===== src/rtl/display_pkg.sv =====
// Shared types and defaults for the four-digit seven-segment scan multiplexer.
package display_pkg;

    localparam int DIGITS            = 4;
    localparam int SCAN_DIV_DEFAULT  = 100000;
    localparam int BLINK_DIV_DEFAULT = 25000000;

    typedef logic [3:0] digit_t;
    typedef logic [1:0] sel_t;

    function automatic sel_t next_sel(input sel_t s);
        return s + 2'd1;
    endfunction

endpackage


===== src/rtl/display_scan_mux_tick_divider.sv =====
// Free-running modulo-N counter; wrap is high during the cycle the count sits at N-1.
module tick_divider #(
    parameter int N = 2
) (
    input  logic clk,
    input  logic rst,
    output logic wrap
);

    localparam int W = (N > 1) ? $clog2(N) : 1;
    localparam logic [W-1:0] LAST = W'(N - 1);

    logic [W-1:0] cnt;

    always_ff @(posedge clk) begin
        if (rst) begin
            cnt <= '0;
        end else if (cnt == LAST) begin
            cnt <= '0;
        end else begin
            cnt <= cnt + 1'b1;
        end
    end

    assign wrap = (cnt == LAST);

endmodule


===== src/rtl/display_scan_mux.sv =====
// Four-digit scan multiplexer with per-frame input snapshot and digit blinking.
// Optional leading-zero blanking of the leftmost digit: DISPLAY_LEADING_ZERO_BLANK_EN.
module display_scan_mux
    import display_pkg::*;
#(
    parameter int SCAN_DIV  = SCAN_DIV_DEFAULT,
    parameter int BLINK_DIV = BLINK_DIV_DEFAULT
) (
    input  logic       clk,
    input  logic       rst,
    input  logic [3:0] d0,
    input  logic [3:0] d1,
    input  logic [3:0] d2,
    input  logic [3:0] d3,
    input  logic [3:0] blink_mask,
    input  logic       dp_in,
    input  logic       display_on,
    output logic [3:0] x,
    output logic [1:0] sw,
    output logic       dec,
    output logic       enable
);

    logic   scan_wrap;
    logic   blink_wrap;
    logic   frame_end;
    logic   lzb_blank;

    sel_t   sel;
    digit_t snap [DIGITS];
    logic [DIGITS-1:0] mask_snap;
    logic   dp_snap;
    logic   on_snap;
    logic   valid;
    logic   blink_phase;

    tick_divider #(.N(SCAN_DIV)) u_scan_div (
        .clk  (clk),
        .rst  (rst),
        .wrap (scan_wrap)
    );

    tick_divider #(.N(BLINK_DIV)) u_blink_div (
        .clk  (clk),
        .rst  (rst),
        .wrap (blink_wrap)
    );

    // Last cycle of the leftmost digit's dwell closes the frame.
    assign frame_end = scan_wrap && (sel == sel_t'(DIGITS - 1));

    always_ff @(posedge clk) begin
        if (rst) begin
            sel         <= '0;
            valid       <= 1'b0;
            blink_phase <= 1'b0;
            mask_snap   <= '0;
            dp_snap     <= 1'b0;
            on_snap     <= 1'b0;
            for (int i = 0; i < DIGITS; i++) begin
                snap[i] <= '0;
            end
        end else begin
            if (scan_wrap) begin
                sel <= next_sel(sel);
            end
            if (frame_end) begin
                snap[0]   <= d0;
                snap[1]   <= d1;
                snap[2]   <= d2;
                snap[3]   <= d3;
                mask_snap <= blink_mask;
                dp_snap   <= dp_in;
                on_snap   <= display_on;
                valid     <= 1'b1;
            end
            if (blink_wrap) begin
                blink_phase <= ~blink_phase;
            end
        end
    end

`ifdef DISPLAY_LEADING_ZERO_BLANK_EN
    assign lzb_blank = (sel == sel_t'(DIGITS - 1)) && (snap[DIGITS-1] == '0);
`else
    assign lzb_blank = 1'b0;
`endif

    // Outputs depend on registered state only.
    always_comb begin
        x      = snap[sel];
        sw     = sel;
        dec    = ~dp_snap;
        enable = valid & on_snap & ~(mask_snap[sel] & blink_phase) & ~lzb_blank;
    end

endmodule

===== config.mk =====
export PLATFORM = sky130hd
export DESIGN_NAME = display_scan_mux
export DESIGN_NICKNAME = d
export VERILOG_FILES = /design/src/rtl/display_pkg.sv /design/src/rtl/display_scan_mux_tick_divider.sv /design/src/rtl/display_scan_mux.sv
export SDC_FILE = /design/constraint.sdc
export NUM_CORES = 1
export LEC_CHECK = 0
export BUFFER_PORTS_ARGS = -buffer_cell sky130_fd_sc_hd__buf_2
export CAP_MARGIN = 20
export CORE_MARGIN = 2
export CORE_UTILIZATION = 45
export DETAILED_ROUTE_END_ITERATION = 12
export PLACE_DENSITY_LB_ADDON = 0.25
export SYNTH_ARGS = -nofsm -noshare
export SYNTH_HDL_FRONTEND = slang
export SYNTH_SLANG_ARGS = --single-unit

===== constraint.sdc =====
create_clock -name clk -period 3.72 [get_ports clk]
set_clock_uncertainty 0.05 [all_clocks]
set_input_delay 0.744 -clock clk [delete_from_list [all_inputs] [get_ports clk]]
set_output_delay 0.744 -clock clk [all_outputs]
set_load 0.01 [all_outputs]

==> summary.txt <==
Status
  • Status: complete, no violations

Final layout
  • Share of cells above drive strength 1: 15.9%
  • Post-layout util: 53.5%
  • Layout Cells excl Fill: 417
  • Synthesis-to-layout area growth: 13.3%
  • N_diodes: 0
  • Final net count: 362

Routing
  • Final WL: 5680 um
  • Final ANT Viol Nets: 0
  • DR iter-0 viols: 141
  • Residual DRC: 0
  • Routed vias: 2254
  • Vias per inst: 5.41
  • WL per Instance: 13.6 um
  • DRT Pass-1 Iters: 4

Yosys
  • Dominant synthesized flop cell: dfxtp_1
  • Largest family of logic cells by synthesized area: simple AND/OR/NAND/NOR gates
  • EDFF count, synth: 16
  • Adder-cell area share of the yosys netlist: 1.24%
  • Synth cell count leaders: dfxtp_1 (54), nor2_1 (37), a21oi_1 (17), nand2_1 (17), xnor2_1 (17)
  • Post-Syn Area: 3030 um^2
  • Simple-gate area share of the yosys netlist: 25.2%
  • Syn Inst Count: 302
  • Synth Area per Inst: 10.0 um^2
  • Count leader, synth: dfxtp_1
  • Xor-xnor portion of the synthesized cell area: 7.23%
  • Synth cell types: 33
  • Synth top area share: 35.7%
  • Asr flop ratio synth: 0%
  • Syn nets: 329
  • Synth Area in Compound Gates: 7.89%
  • #FFs+latches synth: 70
  • Ranking of synthesized cells by area: dfxtp_1 (36%), edfxtp_1 (16%), xnor2_1 (4.9%)
  • Yosys warning count: 0
  • Sequential fraction of the synthesis area: 51.5%
  • Multiplexer share of the synthesized area: 4.05%
  • Dominant cell type by area after synthesis: dfxtp_1

Placed design
  • I/O Buffers: 31
  • Final GP Congestion: 0.801
  • Placed wire-length estimate: 3900 um
  • Inst Count DP: 400
  • Placement Setup Slack: 1320 ps

Clock tree
  • CTS tree: built
  • H-tree depth: 3
  • Cts hold-fix bufs: 0
  • Total CTS buffers: 9
  • Worst skew pair latency: 340 ps
  • Setup Fix Bufs, Post-CTS: 0
  • Clock buffer depth: 2
  • Root Driver: clkbuf_8
  • CTS clk-pin slew, worst paths: 80 ps
  • Post-CTS resize count: 0
  • Clk sinks: 70

Pwr
  • Worst VDD drop: 166 uV
  • Leakage: 1.17 nW
  • P per Cell Area: 417 nW/um^2

STA
  • Final Critical Period: 2450 ps
  • Hold Worst Slack: 406 ps
  • Fmax: 408 MHz
  • Worst Setup Slack, final: 1270 ps
  • Slew headroom: 51.7%
  • RSZ-0062 raised after global routing: false
  • Slew @ Worst Pin: 723 ps
  • Hold Violations, Final: 0
  • Final worst path period share: 65.8%
  • Slew Viols, Final: 0
  • Setup Viol. Count Final: 0
  • Total negative slack: 0 ps

Die
  • IO Count: 32
  • Initial Utilization: 47.2%
  • Die ar.: 7410 um^2
  • Std-Cell Rows: 29
  • Core box area: 6420 um^2
  • Die Ht: 86.1 um
  • Die X: 86.1 um

Critical path
  • Cell chain of the critical path: mux4_2 > a21oi_1 > buf_2
  • Crit-path max FO: 4
  • Data arrival time of the critical path: 1650 ps
  • Worst Setup End Kind: primary output
  • Worst path max stage delay: 530 ps
  • Critical path class: flip-flop to primary output
  • Type of origin of the critical path: flip-flop
  • Critical path's slowest cell: mux4_2
  • Worst EP required: 2930 ps

Global routing
  • Antenna violations before repair: 0
  • GRT Util Overall: 16.7%
  • Met2 GRT Util: 24.4%
  • Met3 Use GR: 4.14%
  • Final global-route overflow total: 0
  • M1 GR Usage: 23.0%
  • Global-route wire length before repair: 9690 um
  • Vias in the first global route: 2092
  • Busiest grt layer: met2
  • Largest net degree at the start of global routing: 23

Run
  • Max capacitance violation total: 0

Hold path
  • Hold Crit Class: flip-flop to flip-flop
-- worst max-delay path, delay by kind of cell (launching register included) --
kind	cells	cell delay [ps]
buffers and inverters	1	160
muxes	1	530
DFF	1	440
AOI/OAI and AO/OA	1	180
-- through the flow --
step / power (mW) / instance area (um^2)
after global routing: 1.49 / 3430
after detailed placement: 0.858 / 3240
after global placement: 0.856 / 3240
final: 1.43 / 3430
after floorplan: 0.837 / 3030
after CTS: 1.45 / 3430
-- kinds of logic (layout without fill, tap and decap cells) --
| family | count (synthesis) | after routing |
|---|---|---|
| adder cells (fa/ha/maj) | 3 | 3 |
| AO/OA/AOI/OAI | 40 | 40 |
| flip-flops | 70 | 70 |
| multiplexers | 6 | 6 |
| buffers and inverters | 20 | 58 |
| XOR/XNOR | 25 | 25 |
| AND/OR/NAND/NOR | 138 | 138 |
-- final cells by class --
cell class                      instances  area [um^2]
Clock buffer                           10          128
Clock inverter                          6         62.6
Fill cell                             584         2990
Inverter                                9         33.8
Multi-Input combinational cell        212         1380
Sequential cell                        70         1560
Tap cell                               77         96.3
Timing Repair Buffer                   33          170
-- per-layer routing --
metal | share of wire (%) | up-vias
met1 | 49 | 1035
li1 | - | 1153
met3 | 5.5 | 10
met4 | 1.8 | 0
met2 | 44 | 56
met5 | 0 | -
-- sequential cells by signal, indices dropped and copies added (netlist names), named ones only --
signal           cells
u_blink_div.cnt     25
u_scan_div.cnt      17
snap                16
mask_snap            4
sw                   2
blink_phase          1
dp_snap              1
on_snap              1
valid                1
-- path summary, 6_finish.rpt --
check | from | endpoint | slack, ps | depth (start not counted)
max | sw[0]$_SDFFE_PP0N_ | enable | 1270 | 3
min | u_blink_div.cnt[0]$_SDFF_PP0_ | u_blink_div.cnt[0]$_SDFF_PP0_ | 410 | 1
max reg2reg | u_blink_div.cnt[0]$_SDFF_PP0_ | u_blink_div.cnt[15]$_SDFF_PP0_ | 1310 | 6
min reg2reg | u_blink_div.cnt[0]$_SDFF_PP0_ | u_blink_div.cnt[0]$_SDFF_PP0_ | 410 | 1
-- cell usage in the layout (no fill, tap or decap), drive strengths merged --
| cell type | synthesis | final |
|---|---|---|
| nor4 | 3 | 3 |
| nand3 | 13 | 13 |
| clkinvlp | 0 | 2 |
| nand4 | 10 | 10 |
| clkinv | 0 | 3 |
| nor3 | 6 | 6 |
| and3 | 3 | 3 |
| nor2 | 37 | 37 |
| xnor2 | 17 | 17 |
| ha | 3 | 3 |
| clkbuf | 7 | 10 |
| dfxtp | 54 | 54 |
| bufinv | 0 | 1 |
| nand2 | 17 | 17 |
| nor4bb | 3 | 3 |
| edfxtp | 16 | 16 |
| mux4 | 5 | 5 |
| or3 | 11 | 11 |
| o31ai | 5 | 5 |
| and4 | 3 | 3 |
| nor4b | 4 | 4 |
| o21ai | 10 | 10 |
| buf | 4 | 33 |
| inv | 9 | 9 |
| mux2i | 1 | 1 |
| a21oi | 17 | 17 |
| a22o | 6 | 6 |
| o22ai | 1 | 1 |
| o21bai | 1 | 1 |
| or4 | 10 | 10 |
| nand2b | 2 | 2 |
| xor2 | 8 | 8 |
| and2 | 16 | 16 |
-- where the power goes --
part	leakage (nW)	switching [mW]	total (mW)	internal, mW
registers	0.588	0.00691	0.797	0.790
logic	0.495	0.0234	0.0429	0.0196
clock network	0.0899	0.286	0.593	0.307
Power figures use the tool's default switching activity.
